==> config.mk <==
export PLATFORM = sky130hd
export DESIGN_NAME = nibble_serial_adder_ctrl
export DESIGN_NICKNAME = d
export VERILOG_FILES = /design/src/rtl/nibble_serial_adder_ctrl.sv
export SDC_FILE = /design/constraint.sdc
export NUM_CORES = 1
export LEC_CHECK = 0
export ABC_AREA = 1
export BUFFER_PORTS_ARGS = -buffer_cell sky130_fd_sc_hd__buf_2
export CAP_MARGIN = 20
export CELL_PAD_IN_SITES_DETAIL_PLACEMENT = 0
export CELL_PAD_IN_SITES_GLOBAL_PLACEMENT = 1
export CORE_MARGIN = 8
export CORE_UTILIZATION = 34
export DETAILED_ROUTE_END_ITERATION = 8
export HOLD_SLACK_MARGIN = 0.03
export PLACE_DENSITY = 0.72
export SLEW_MARGIN = 0
export SYNTH_ARGS = -nofsm -noshare
export SYNTH_HDL_FRONTEND = slang
export SYNTH_SLANG_ARGS = --single-unit
==> constraint.sdc <==
create_clock -name clk -period 2.7 [get_ports clk]
set_input_delay 0.27 -clock clk [delete_from_list [all_inputs] [get_ports clk]]
set_output_delay 0.27 -clock clk [all_outputs]
set_load 0.02 [all_outputs]
==> src/rtl/nibble_serial_adder_ctrl.sv <==
// nibble_serial_adder_ctrl
//   Adds two WIDTH-bit operands using a single 4-bit ripple adder. The adder
//   is reused once per nibble, least-significant nibble first. A registered
//   carry links each nibble to the next one.
//
// Ports
//   clk    rising-edge clock
//   rst    synchronous, active-high reset
//   start  request; only sampled while idle
//   a, b   operands; latched when start is accepted
//   cin    carry-in to nibble 0; latched when start is accepted
//   sub    (ADD_SUB_EN builds only) 1 = compute a - b; latched with the operands
//   busy   high while an operation is running or completing
//   done   one-cycle pulse; sum and cout are valid in that cycle
//   sum    registered result; holds until the next operation overwrites it
//   cout   registered carry out of the top nibble (1 = no borrow when subtracting)
//
// Build option
//   ADD_SUB_EN  when defined, adds the sub port and subtract mode.

module four_bit_adder (
  input  logic [3:0] a,
  input  logic [3:0] b,
  input  logic       cin,
  output logic [3:0] sum,
  output logic       cout
);
  logic [4:0] c;

  always_comb begin
    c[0] = cin;
    sum  = '0;
    for (int i = 0; i < 4; i++) begin
      sum[i]  = a[i] ^ b[i] ^ c[i];
      c[i+1]  = (a[i] & b[i]) | (c[i] & (a[i] ^ b[i]));
    end
    cout = c[4];
  end
endmodule

// state  | meaning
// S_IDLE | waiting for start; busy=0
// S_RUN  | one nibble added per edge, idx selects the nibble
// S_DONE | result valid; done pulses for one cycle
module nibble_serial_adder_ctrl #(
  parameter int WIDTH = 16
) (
  input  logic             clk,
  input  logic             rst,
  input  logic             start,
  input  logic [WIDTH-1:0] a,
  input  logic [WIDTH-1:0] b,
  input  logic             cin,
`ifdef ADD_SUB_EN
  input  logic             sub,
`endif
  output logic             busy,
  output logic             done,
  output logic [WIDTH-1:0] sum,
  output logic             cout
);
  localparam int NIBBLES = WIDTH / 4;
  localparam int IDXW    = (NIBBLES > 1) ? $clog2(NIBBLES) : 1;
  localparam logic [IDXW-1:0] LAST_IDX = IDXW'(NIBBLES - 1);

  generate
    if ((WIDTH % 4) != 0 || WIDTH < 4) begin : g_bad_width
      $error("nibble_serial_adder_ctrl: WIDTH must be a multiple of 4 and >= 4");
    end
  endgenerate

  typedef enum logic [1:0] {S_IDLE, S_RUN, S_DONE} state_t;

  state_t           state_q, state_d;
  logic [IDXW-1:0]  idx;
  logic [IDXW+1:0]  base;
  logic             carry;
  logic [WIDTH-1:0] a_q, b_q;
  logic [3:0]       nib_b, nib_sum;
  logic             nib_cout;
`ifdef ADD_SUB_EN
  logic             sub_q;
`endif

  assign base = {idx, 2'b00};

`ifdef ADD_SUB_EN
  // Subtract as a + ~b + 1; the +1 comes from the carry seeded at start.
  assign nib_b = sub_q ? ~b_q[base +: 4] : b_q[base +: 4];
`else
  assign nib_b = b_q[base +: 4];
`endif

  four_bit_adder u_add (
    .a    (a_q[base +: 4]),
    .b    (nib_b),
    .cin  (carry),
    .sum  (nib_sum),
    .cout (nib_cout)
  );

  always_ff @(posedge clk) begin
    if (rst) state_q <= S_IDLE;
    else     state_q <= state_d;
  end

  always_comb begin
    state_d = state_q;
    busy    = 1'b0;
    done    = 1'b0;
    case (state_q)
      S_IDLE: if (start) state_d = S_RUN;
      S_RUN: begin
        busy = 1'b1;
        if (idx == LAST_IDX) state_d = S_DONE;
      end
      S_DONE: begin
        busy    = 1'b1;
        done    = 1'b1;
        state_d = S_IDLE;
      end
      default: state_d = S_IDLE;
    endcase
  end

  always_ff @(posedge clk) begin
    if (rst) begin
      idx   <= '0;
      carry <= 1'b0;
      a_q   <= '0;
      b_q   <= '0;
      sum   <= '0;
      cout  <= 1'b0;
`ifdef ADD_SUB_EN
      sub_q <= 1'b0;
`endif
    end else begin
      case (state_q)
        S_IDLE: begin
          if (start) begin
            a_q   <= a;
            b_q   <= b;
            idx   <= '0;
`ifdef ADD_SUB_EN
            sub_q <= sub;
            carry <= sub ? 1'b1 : cin;
`else
            carry <= cin;
`endif
          end
        end
        S_RUN: begin
          sum[base +: 4] <= nib_sum;
          carry          <= nib_cout;
          if (idx == LAST_IDX) begin
            cout <= nib_cout;
            idx  <= '0;
          end else begin
            idx  <= idx + 1'b1;
          end
        end
        default: ;
      endcase
    end
  end
endmodule

=== Word level (Yosys, flattened, before mapping) ===
Index checks and enable logic that the tools add are counted.

* Output and inout port bits: 19
* Flip-flop bits (word level): 54

* Reductions and logical operators: 7
* Bitwise gates (word level): 20
* Muxes and demuxes: 11
* Equal/unequal tests: 5
* Add/sub/neg operators: 2
* Shift-type cells: 4

{| class="wikitable"
|+ Operators by type and width
! operator !! count
|-
| 16-bit by 5-bit variable part select with 4-bit output || 2
|-
| 16-bit bitwise mux || 1
|-
| 4-bit by 6-bit variable shift with 16-bit output (first input constant) || 1
|-
| 4-bit by 6-bit variable part select with 16-bit output || 1
|-
| 1-bit AND || 8
|-
| 2-bit two-way mux || 4
|-
| 2-bit one-hot mux with 2 select lines || 2
|-
| 2-bit AND reduction || 4
|-
| 1-bit XOR || 8
|-
| 4-bit negation with 6-bit output || 1
|-
| 2-bit == test (second input constant) || 2
|-
| 2-bit inequality test (second input constant) || 2
|-
| 1-bit bitwise OR || 4
|-
| 1-bit two-way mux || 3
|-
| 2-bit by 1-bit adder with 2-bit output (second input constant) || 1
|-
| 2-bit by 1-bit == test with 1-bit output (second input constant) || 1
|-
| 2-bit logical NOT || 1
|-
| 1-bit one-hot mux with 2 select lines || 1
|-
| 2-bit nonzero test || 1
|-
| 2-bit OR reduction || 1
|}

=== Logic depth before layout (Yosys ltp) ===
* Depth after elaboration: 11
* Depth in mapped cells: 14
* Mapped depth without buffers: 13

=== Cells and area by module ===
From an unflattened synthesis, not the netlist that was laid out.

* Cells, all modules: 360
* Area, all modules: 2,611.3 µm²

{| class="wikitable"
|+ By module, submodules not included
! module !! cells each !! area an instance (µm²) !! times used
|-
| nibble_serial_adder_ctrl || 346 || 2,493.6 || 1
|-
| four_bit_adder || 14 || 117.6 || 1
|}

=== Worst setup path after synthesis ===
Ideal clock, no wire load.

* Kind: reg2reg
* Start point: register idx[0]
* End point: register sum[15]
* Data required time: 2.572 ns
* Setup time: 0.128 ns
* Buffers on the path: 2
* Stages on the path, launching flop included: 15
* Arrival time: 2.629 ns
* Slack: -0.057 ns
* Cell sequence: dfxtp_1 > buf_2 > buf_2 > nand2_1 > nand3_1 > nand2_1 > fa_1 > fa_1 > inv_1 > fa_1 > fa_1 > nand3_1 > nor2_1 > nor2_1 > nor2_1

* Word-level cells in the longest chain between the ends: 11

{| class="wikitable"
|+ Ends and longest elaborated chain
! what !! line !! text
|-
| start: declaration || 75 || <nowiki>logic [IDXW-1:0] idx;</nowiki>
|-
| start signal: assignment || 159 || <nowiki>idx <= idx + 1'b1;</nowiki>
|-
| 16-bit by 5-bit variable part select with 4-bit output (on tied branches) || 95, 91 ||
|-
| 1-bit XOR || 34, 35 ||
|-
| 1-bit AND || 35 || <nowiki>c[i+1] = (a[i] & b[i]) | (c[i] & (a[i] ^ b[i]));</nowiki>
|-
| 1-bit bitwise OR || 35 ||
|-
| 1-bit AND || 35 ||
|-
| 1-bit bitwise OR || 35 ||
|-
| 1-bit AND || 35 ||
|-
| 1-bit bitwise OR || 35 ||
|-
| 1-bit XOR || 34 || <nowiki>sum[i] = a[i] ^ b[i] ^ c[i];</nowiki>
|-
| 4-bit by 6-bit variable part select with 16-bit output || 153 || <nowiki>sum[base +: 4] <= nib_sum;</nowiki>
|-
| 16-bit bitwise mux * || 153 ||
|-
| end signal: indexed assignment || 153 ||
|-
| end: declaration || 59 || <nowiki>output logic [WIDTH-1:0] sum,</nowiki>
|}

Every way passes the cells marked *; elsewhere a longest branch is shown, timed or not.
A chain may end at the register's enable or synchronous reset.

=== Final worst setup path ===
* Start point: register idx[0]
* End point: register sum[3]

The elaborated chain is that of the path after synthesis.

==> metrics.md <==
| Metric | Value |
|---|---|
| Yosys top cell area share | a little over two fifths |
| Number of diodes | 0 |
| RSZ-0062 raised after global routing | no |
| Count of cell types in the netlist | 15 |
| H-tree depth | 2 |
| Clk_skew | ~0.0073 ns |
| Setup crit end kind | register |
| Min-Delay Path Class | primary input to register |
| CP cell instances | buf_6 -> nand2_1 -> nand3_1 -> nand2_1 -> fa_2 -> fa_2 -> inv_1 -> fa_2 -> fa_1 -> buf_4 -> nand3_1 -> a21oi_1 |
| P per Cell Area | ~600 mW/mm² |
| Final WL | ~6 mm |
| Critical path arrival | roughly 2.7 ns |
| Hold slack | 0.1991 ns |
| Layout cells sized above 1 | 19.76% |
| GRT Residual Overflow | 0 |
| CTS Sinks | 54 |
| Flop-to-flop setup slack | roughly 0.18 ns |
| Final hold violations | 0 |
| # setup viols final | 0 |
| Core Rows | 31 |
| RD Place Congestion | 0.7896 |
| Delay of the slowest critical-path stage | 0.46 ns |
| Port Buffer Count | 54 |
| First-pass GRT wire length | about 10 mm |
| Crit Path Class | register to register |
| Core Footprint | about 0.0073 mm² |
| Cell mode on critical path | fa_2 |
| Ports | 55 |
| Drt first pass iters | 4 |
| Worst Path Required | roughly 2.9 ns |
| DR vias | 2281 |
| CP Buf/Inv Count | 3 |
| Final ANT Viol Nets | 0 |
| CP Max Fanout | 8 |
| Total CTS buffers | 5 |
| Synthesized area | around 0.0026 mm² |
| Cell family with most CP delay | adder cells |
| Drt initial violations | 84 |
| Max-slew violations | 0 |
| Least-Margin Pin Slew | 0.6058 ns |
| Period utilisation layout | between 90 and 100% |
| Die span in x | between 100 and 150 µm |
| Critical path startpoint category | register |
| Max Cap Viol | 0 |
| DP HPWL | approximately 4.6 mm |
| Main area contributors after synthesis | dfxtp_1 42%, nor2_1 16%, o21ai_0 9.1% |
| Worst skew pair latency | between 0.3 and 0.4 ns |
| Clock Path Buffers | 2 |
| CTS root buf | clkbuf_8 |
| Initial antenna violation count | 0 |
| Clk slew on worst S/H paths | roughly 0.10 ns |
| Static Leak | between 0.001 and 0.0015 µW |
| DRC Markers | 0 |
| Slew headroom | about three fifths |
| WL per Instance | 11.62 µm |
| Status | finished, final reports clean |
| Synth-to-Final Area Change | 18.35% |
| Max VDD drop | 0.2159 mV |
| Vias in the first global route | roughly 2300 |
| Fmax | roughly 400 MHz |
| CTS tree | built |
| Post-Synthesis Cells | 367 |
| Initial Utilization | a little over a third |
| Post-synthesis sequential area ratio | between 40% and 50% |
| Critical path's slowest cell | fa_1 |
| Final period demand of the worst path | roughly 2.5 ns |
| Tot GR Track Use | 12.53% |
| Setup ws final | between 0.15 and 0.2 ns |
| CTS hold repair buffers | 0 |
| Setup TNS | 0 ns |
| DP Worst Slack | between 0.07 and 0.08 ns |
| Vias/cell | between 4 and 5 |
| Mapped Nets | 416 |
| Yosys top cell by area | dfxtp_1 |
| Nets | ~470 |
| Seq cells post-synth | between 50 and 60 |
| Syn. warnings | 0 |
| Die Y | slightly above 100 µm |
| Largest net degree at the start of global routing | 41 |
| Die area | 0.01060 mm² |
| Syn Area/Cell | approximately 7.0 µm² |
## layer usage
| layer | global-route usage [%] | routed length, µm | vias to the layer above |
|---|---|---|---|
| li1 | - | - | 1244 |
| met3 | 3.511 | 342 | 7 |
| met1 | 15.38 | 2996 | 991 |
| met4 | 5.006 | 93 | 0 |
| met5 | 0 | 0 | - |
| met2 | 20.20 | 2598 | 39 |
## worst paths after layout
| kind | depth (start not counted) | start | to |
|---|---|---|---|
| worst max-delay path | 12 | idx[0] | sum[3] |
| worst min-delay path | 3 | a[1] | a_q[1] |
| worst min register to register | 2 | a_q[10] | a_q[10] |
| worst max register to register | 12 | idx[0] | sum[3] |
## cells in the mapped netlist
library cell and n:
a21oi_1 19, buf_2 5, buf_4 2, buf_6 6, clkbuf_1 6, dfxtp_1 54
fa_1 4, ha_1 9, inv_1 30, inv_2 3, nand2_1 46, nand2_2 1
nand3_1 22, nor2_1 113, o21ai_0 47
## report_power, final
group / internal [µW] / total (µW) / switching [µW]
registers: 851 / 878 / 27.5
clock network: 276 / 550 / 274
logic: 138 / 353 / 214
## worst min-delay path: cells and delay by family
family          cells  cell delay [ns]
compound gates      1             0.07
buf+inv             1             0.07
simple gates        1             0.07
## final cells by class
cell class | instances | area (µm²)
fill | 856 | 4249
multi-input combinational | 261 | 1249
sequential | 54 | 1084
timing repair buffer | 64 | 349.1
inverter | 33 | 123.9
tap | 99 | 123.9
clock buffer | 5 | 68.82
clock inverter | 3 | 45.04
## flip-flops by register name, summed over array words and instances (netlist names)
name and flops:
a_q 16, b_q 16, carry 1, cout 1, idx 2, state_q 2
sum 16
## cells by family after synthesis
kind of cell    Yosys count  share of synthesized area (%)
simple gates            182                          27.74
buf+inv                  52                          9.878
flops                    54                          42.04
compound gates           66                          12.85
fa+ha+maj                13                          7.494
## through the flow
| stage | power (µW) | util [%] | area, µm² | cells |
|---|---|---|---|---|
| 2_1_floorplan | 1146 | - | 2577 | 367 |
| 4_1_cts | 1787 | 41.37 | 3017 | 518 |
| 3_5_place_dp | 1236 | 39.81 | 2903 | 510 |
| 5_1_grt | 1898 | 41.73 | 3043 | 519 |
| 3_3_place_gp | 1233 | 39.81 | 2903 | 510 |
| 6_report | 1781 | 41.73 | 3043 | 519 |
## placed cells by master, fill, tap and decap left out, types with 5 or more instances in the layout
cell type    n
clkbuf_8     5
nand2_1     46
dfxtp_1     52
nor2_1     113
inv_1       29
o21ai_0     47
ha_1         9
nand3_1     21
buf_4        9
buf_2       54
a21oi_1     19
## what timing repair did
action | 4_1_cts | 5_1_grt
setup buffers | 0 | 1
setup endpoints to repair | 0 | 3
resized for setup | 0 | 8
(Power assumes the default switching activity.)
